## src/rtl/parity_serial_tx_if.sv

```systemverilog
// Parallel producer handshake into the parity serial transmitter.
//   data_in   : word to send, sampled only on an accepted handshake
//   valid_in  : producer has a word on data_in
//   ready_out : transmitter can accept a word this cycle
// master = producer side, slave = transmitter side.
interface parity_serial_tx_if #(
  parameter int unsigned DATA_W = 3
);

  logic [DATA_W-1:0] data_in;
  logic              valid_in;
  logic              ready_out;

  modport master (
    output data_in,
    output valid_in,
    input  ready_out
  );

  modport slave (
    input  data_in,
    input  valid_in,
    output ready_out
  );

endinterface

```

## src/rtl/parity_serial_tx.sv

```systemverilog
// Serial transmitter: one DATA_W-bit word per asynchronous frame.
// Frame: start (0), data LSB first, even-parity bit, stop (1); each bit held
// CLKS_PER_BIT cycles. The line idles high.
// Ports:
//   clk        : system clock, rising edge
//   rst        : synchronous reset, active-high, overrides everything
//   s_if       : slave side of the valid/ready word handshake
//   tx_out     : serial line
//   busy       : frame in progress (START..STOP)
//   frame_done : one-cycle pulse in the first IDLE cycle after STOP
module parity_serial_tx #(
  parameter int unsigned DATA_W       = 3,
  parameter int unsigned CLKS_PER_BIT = 4
) (
  input  logic              clk,
  input  logic              rst,
  parity_serial_tx_if.slave s_if,
  output logic              tx_out,
  output logic              busy,
  output logic              frame_done
);

  localparam int unsigned BAUD_W = (CLKS_PER_BIT > 1) ? $clog2(CLKS_PER_BIT) : 1;
  localparam int unsigned BIT_W  = (DATA_W > 1) ? $clog2(DATA_W) : 1;

  localparam logic [BAUD_W-1:0] BAUD_LAST = BAUD_W'(CLKS_PER_BIT - 1);
  localparam logic [BIT_W-1:0]  BIT_LAST  = BIT_W'(DATA_W - 1);

  typedef enum logic [2:0] {
    S_IDLE   = 3'd0,
    S_START  = 3'd1,
    S_DATA   = 3'd2,
    S_PARITY = 3'd3,
    S_STOP   = 3'd4
  } state_t;

  state_t              r_state;
  state_t              w_state_nxt;
  logic [BAUD_W-1:0]   r_baud;
  logic [BAUD_W-1:0]   w_baud_nxt;
  logic [BIT_W-1:0]    r_bit;
  logic [BIT_W-1:0]    w_bit_nxt;
  logic [DATA_W-1:0]   r_shift;
  logic [DATA_W-1:0]   w_shift_nxt;
  logic                r_parity;
  logic                w_parity_nxt;

  logic                r_tx;
  logic                r_ready;
  logic                r_busy;
  logic                r_done;
  logic                w_tx_nxt;
  logic                w_ready_nxt;
  logic                w_busy_nxt;
  logic                w_done_nxt;

  logic                w_accept;
  logic                w_bit_end;

  // Handshake only matters in IDLE; valid_in is ignored mid-frame.
  assign w_accept  = s_if.valid_in && (r_state == S_IDLE);
  assign w_bit_end = (r_baud == BAUD_LAST);

  // State register.
  always_ff @(posedge clk) begin
    if (rst) begin
      r_state <= S_IDLE;
    end else begin
      r_state <= w_state_nxt;
    end
  end

  // Next state plus the counters / shift register that move with it.
  always_comb begin
    w_state_nxt  = r_state;
    w_baud_nxt   = r_baud;
    w_bit_nxt    = r_bit;
    w_shift_nxt  = r_shift;
    w_parity_nxt = r_parity;

    // Baud counter paces every non-idle bit and wraps at the bit boundary.
    if (r_state != S_IDLE) begin
      w_baud_nxt = w_bit_end ? '0 : r_baud + BAUD_W'(1);
    end

    unique case (r_state)
      S_IDLE: begin
        w_baud_nxt = '0;
        if (w_accept) begin
          w_shift_nxt  = s_if.data_in;
          w_parity_nxt = ^s_if.data_in;
          w_bit_nxt    = '0;
          w_state_nxt  = S_START;
        end
      end
      S_START: begin
        if (w_bit_end) begin
          w_state_nxt = S_DATA;
        end
      end
      S_DATA: begin
        if (w_bit_end) begin
          w_shift_nxt = r_shift >> 1;
          if (r_bit == BIT_LAST) begin
            w_bit_nxt   = '0;
            w_state_nxt = S_PARITY;
          end else begin
            w_bit_nxt = r_bit + BIT_W'(1);
          end
        end
      end
      S_PARITY: begin
        if (w_bit_end) begin
          w_state_nxt = S_STOP;
        end
      end
      S_STOP: begin
        if (w_bit_end) begin
          w_state_nxt = S_IDLE;
        end
      end
      default: begin
        w_state_nxt = S_IDLE;
      end
    endcase
  end

  // Output decode from the upcoming state so every output is a flop
  // that lines up with the state it describes (start bit the cycle after accept).
  always_comb begin
    w_tx_nxt    = 1'b1;
    w_ready_nxt = 1'b0;
    w_busy_nxt  = 1'b1;
    w_done_nxt  = 1'b0;

    unique case (w_state_nxt)
      S_IDLE: begin
        w_ready_nxt = 1'b1;
        w_busy_nxt  = 1'b0;
        w_done_nxt  = (r_state == S_STOP);
      end
      S_START: begin
        w_tx_nxt = 1'b0;
      end
      S_DATA: begin
        w_tx_nxt = w_shift_nxt[0];
      end
      S_PARITY: begin
        w_tx_nxt = w_parity_nxt;
      end
      default: begin
        w_tx_nxt = 1'b1;
      end
    endcase
  end

  // Datapath registers; reset discards any latched word.
  always_ff @(posedge clk) begin
    if (rst) begin
      r_baud   <= '0;
      r_bit    <= '0;
      r_shift  <= '0;
      r_parity <= 1'b0;
    end else begin
      r_baud   <= w_baud_nxt;
      r_bit    <= w_bit_nxt;
      r_shift  <= w_shift_nxt;
      r_parity <= w_parity_nxt;
    end
  end

  // Output registers.
  always_ff @(posedge clk) begin
    if (rst) begin
      r_tx    <= 1'b1;
      r_ready <= 1'b1;
      r_busy  <= 1'b0;
      r_done  <= 1'b0;
    end else begin
      r_tx    <= w_tx_nxt;
      r_ready <= w_ready_nxt;
      r_busy  <= w_busy_nxt;
      r_done  <= w_done_nxt;
    end
  end

  assign tx_out         = r_tx;
  assign s_if.ready_out = r_ready;
  assign busy           = r_busy;
  assign frame_done     = r_done;

endmodule

```

## src/flat_wrapper.sv

```systemverilog
// flat-port wrapper written by rule: the top's interface ports become plain ports
module parity_serial_tx_flat 
#(
  parameter int unsigned DATA_W       = 3,
  parameter int unsigned CLKS_PER_BIT = 4
)
  (clk, rst, tx_out, busy, frame_done, s_if_data_in, s_if_valid_in, s_if_ready_out);
  parity_serial_tx_if #(.DATA_W(DATA_W)) s_if_i ();
  input  logic clk;
  input  logic rst;
  output logic tx_out;
  output logic busy;
  output logic frame_done;
  input wire logic [$bits(s_if_i.data_in)-1:0] s_if_data_in;
  input wire logic [$bits(s_if_i.valid_in)-1:0] s_if_valid_in;
  output wire logic [$bits(s_if_i.ready_out)-1:0] s_if_ready_out;
  assign s_if_i.data_in = s_if_data_in;
  assign s_if_i.valid_in = s_if_valid_in;
  assign s_if_ready_out = s_if_i.ready_out;
  parity_serial_tx #(.DATA_W(DATA_W), .CLKS_PER_BIT(CLKS_PER_BIT)) u_core (.clk(clk), .rst(rst), .s_if(s_if_i), .tx_out(tx_out), .busy(busy), .frame_done(frame_done));
endmodule
```

## config.mk

```make
export PLATFORM = sky130hd
export DESIGN_NAME = parity_serial_tx_flat
export DESIGN_NICKNAME = d
export VERILOG_FILES = /design/src/rtl/parity_serial_tx_if.sv /design/src/rtl/parity_serial_tx.sv /design/src/flat_wrapper.sv
export SDC_FILE = /design/constraint.sdc
export NUM_CORES = 1
export LEC_CHECK = 0
export ABC_AREA = 1
export ABC_CLOCK_PERIOD_IN_PS = 1100
export CELL_PAD_IN_SITES_DETAIL_PLACEMENT = 1
export CELL_PAD_IN_SITES_GLOBAL_PLACEMENT = 1
export CORE_AREA = 5 5 53 55
export CTS_CLUSTER_SIZE = 28
export DETAILED_ROUTE_END_ITERATION = 6
export DIE_AREA = 0 0 58 60
export HOLD_SLACK_MARGIN = 0.08
export PLACE_DENSITY_LB_ADDON = 0.1
export SYNTH_ARGS = -nofsm -noshare
export SYNTH_HDL_FRONTEND = slang
export SYNTH_SLANG_ARGS = --single-unit
```

## constraint.sdc

```tcl
create_clock -name clk -period 1.1 [get_ports clk]
set_input_delay 0.165 -clock clk [delete_from_list [all_inputs] [get_ports clk]]
set_output_delay 0.165 -clock clk [all_outputs]
set_load 0.1 [all_outputs]
```

==> impl_results.md <==
* Net switching component of the power at 0.419 mW
* Synth top area cells: dfxtp_1 40%, nand2_1 9.5%, nand3_1 8.0%, inv_1 7.0%, nor2_1 5.5%
* Number of hold-repair buffers added at the cts stage at 0
* Global-route wire length before repair at 3610 um
* TritonCTS Sinks at 15
* Synth Area in Simple Gates at 0.392
* Critical path fanouts, max at 6
* Primary flip-flop cell chosen by synthesis mapping: dfxtp_1
* Total Routed Length at 2270 um
* Cell with the largest stage delay on the worst path: dfxtp_4
* Number of enable flip-flop cells after synthesis at 0
* Launch instance of the worst min-delay path: u_core.r_baud[0]
* Endpoint type of the worst setup path: flip-flop
* P_leak at 0.547 nW
* Relative contribution of the clock network to total power at 0.249
* RePlAce Congestion at 0.796
* Worst setup slack after layout at -0.129 ns
* Met1 global-route usage at 0.151
* DRC viols at 0
* Initial Util at 0.319
* DR vias/cell at 4.88
* Worst Reg-to-Reg Cells at 8
* Pre-CTS setup slack at -0.208 ns
* Final setup violation count at 12
* Total global routing overflow at 0
* Warnings from Yosys at 0
* Core Region at 0.00234 mm2
* Internal Power at 0.871 mW
* Layout cell share with drive strength beyond 1 at 0.523
* Post-Synthesis Cells at 101
* Busiest grt layer: met2
* Fraction of the mapped netlist area in compound gates at 0.0771
* Adder and majority gate portion of the synthesized area at 0.0335
* Grt met2 use at 0.250
* Capture endpoint of the worst hold path: u_core.r_baud[0]
* Max Fclk at 0.813 GHz
* Hold-critical path depth at 1
* Worst Path Class, Setup: reg -> reg
* Slew Viols, Final at 0
* Register clock-pin slew on the reported worst setup and hold paths at 0.09 ns
* Number of maximum-capacitance violations at 0
* Portion of the clock cycle consumed by the worst path in the final layout at 1.12
* TritonCTS clock tree: done
* HPWL after detailed placement at 1530 um
* Num CTS Buffers at 3
* Die width at 58 um
* Fillcell total at 283
* CP arrival at 1.42 ns
* DR WL/cell at 14.2 um
* Avg Synthesized Cell Area at 7.40 um2
* CTS root buf: clkbuf_4
* Synth-to-Final Area Change at 68.8%
* Number of unique standard cell types used by synthesis at 21
* Path class of the lowest-slack min-delay path: reg -> reg
* Global routing usage on met3 at 0.0281
* Final clock skew at 0.00209 ns
* Endpoint of the worst-slack reg-to-reg timing path: u_core.tx_out
* Data required time of the critical path at 1.29 ns
* Routed Antenna Nets at 0
* Fraction of power consumed by combinational cells at 0.284
* TritonRoute pass-1 iters at 4
* Clock H-tree levels at 1
* Cell accounting for the most synthesized area: dfxtp_1
* Share of total power in sequential cells at 0.467
* Count of vias placed by the detailed router at 780
* Most frequent cell after synthesis: nand2_1
* Max clock buf depth at 2
* Synth Cell Area at 747 um2
* Run status: finished, violations left
* RSZ-0062 raised after global routing: true
* Dominant combinational cell family by area after synthesis: simple AND/OR/NAND/NOR gates
* Xor and xnor area share after synthesis at 0
* Total power per unit cell area at 1020 mW/mm2
* Area of the die at 0.00348 mm2
* Post-Syn Nets at 109
* Proportion of netlist area held by the largest area contributor at 0.402
* Slew at the pin closest to its max-slew limit at 0.312 ns
* Number of synthesized register bits at 15
* Switching share of total power at 0.325
* Vertical die dimension at 60 um
* Relative slew slack at 0.792
* Critical path, cell by cell: nor2_4, nand3_4, nand2_4, inv_4, nand3_4, nand2_2, inv_2, nand3_2
* Number of hold violations in the final report at 0
* Ports placed on the boundary at 10
* Number of global-route vias before repair at 853
* Slowest stage delay, CP at 0.38 ns
* Maximum resistive drop on vdd at 0.000577 V
* Number of cell rows at 18
* Top cells by count, synth: 19 x nand2_1, 15 x dfxtp_1, 14 x inv_1
* Violated checks: setup timing
* Async SR Flop Fraction at 0
* Library cell appearing most often on the critical path: nand3_4
* Diode insertion count for antenna repair at 0
* Multiplexer fraction of the synthesized cell area at 0
* Critical R2R Launch: u_core.r_state[2]
* Total power at 1.29 mW
* Total global routing track utilization at 0.138
* Pin count of the biggest net entering global routing at 9
* Layout net count at 139
* Final critical delay including setup and external delays at 1.23 ns
* Clock insertion delay at the later pin of the skew report at 0.29 ns
* Antenna violations before repair at 0
* First DRT Iteration DRCs at 17
* Sequential-to-total area share from yosys stat at 0.402
* Internal reg-to-reg setup slack at -0.13 ns
* Startpoint class of the critical path: flip-flop
* IO buf count at 9
-- per-stage QoR --
step           utilization  cell area, um2  std cells  hold WS, ns  setup TNS (ns)
6_report             0.538            1260        160        0.468          -0.674
5_1_grt              0.538            1260        160        0.485           -1.75
4_1_cts              0.498            1170        160        0.479          -0.450
3_5_place_dp         0.444            1040        154        0.450           -1.62
3_3_place_gp         0.444            1040        154        0.439           -1.31
2_1_floorplan            -             764        101        0.312               0
-- kinds of logic (layout without fill, tap and decap cells) --
| kind of cell | after synthesis | in the layout |
|---|---|---|
| AOI/OAI and AO/OA | 9 | 9 |
| adders and majority gates | 2 | 2 |
| buffers and inverters | 19 | 48 |
| DFF | 15 | 15 |
| and+or+nand+nor | 56 | 56 |
-- critical path, delay by kind of cell (launching register included) --
kind	cells	cell delay (ns)
flip-flops	1	0.38
buffers and inverters	2	0.09
AND/OR/NAND/NOR	6	0.65
-- layout make-up --
type / count / area [um2] / area share
multi-input cells: 67 / 520 / 0.413
flip-flops and latches: 15 / 320 / 0.254
repair buffers: 26 / 282 / 0.223
inverters: 18 / 75.1 / 0.0595
well taps: 30 / 37.5 / 0.0298
clock buffers: 4 / 26.3 / 0.0208
-- state kept, by name, indices dropped and copies added, names as in the netlist --
name	count
u_core.r_bit	2
u_core.r_state	3
u_core.r_parity	1
u_core.s_if.ready_out	1
u_core.tx_out	1
u_core.frame_done	1
u_core.r_baud	2
u_core.r_shift	3
u_core.busy	1
-- how the worst max path moves through the flow --
stage                           start       endpoint  slack (ns)  cells after the start
floorplan            u_core.r_baud[0]  u_core.tx_out        0.01                      8
global placement        s_if_valid_in  u_core.tx_out       -0.18                      8
detailed placement      s_if_valid_in  u_core.tx_out       -0.21                      8
CTS                 u_core.r_state[0]  u_core.tx_out        -0.1                      8
global route        u_core.r_state[2]  u_core.tx_out       -0.21                      8
finish              u_core.r_state[2]  u_core.tx_out       -0.13                      8
-- layout by cell type (no fill, tap or decap), types with 4 or more instances in the layout --
cell | synthesis | routed
buf_12 | 0 | 5
buf_4 | 0 | 13
clkdlybuf4s50_1 | 0 | 5
dfxtp_1 | 15 | 9
dfxtp_4 | 0 | 5
inv_1 | 14 | 11
inv_2 | 4 | 4
nand2_1 | 19 | 14
nand2_2 | 3 | 5
nand3_1 | 12 | 8
nand3_4 | 1 | 4
nand4_1 | 4 | 4
nor2_1 | 11 | 6
-- metal layers --
metal,share of wire,vias up
met5,0,-
met4,0.017,0
met3,0.032,5
met2,0.56,15
met1,0.39,377
li1,-,383
-- repair_timing --
| action | CTS | global route |
|---|---|---|
| endpoints found under the setup margin | 7 | 15 |
| pin swaps | 14 | 15 |
| buffers inserted | 2 | 1 |
| resized for setup | 18 | 28 |
-- power by group through the flow --
stage	clock network (mW)	logic [mW]	registers [mW]
2_1_floorplan	0	0.106	0.682
3_3_place_gp	0	0.289	0.618
3_5_place_dp	0	0.294	0.620
4_1_cts	0.326	0.332	0.607
5_1_grt	0.355	0.392	0.607
6_report	0.322	0.366	0.602
Power figures use the tool's default switching activity.
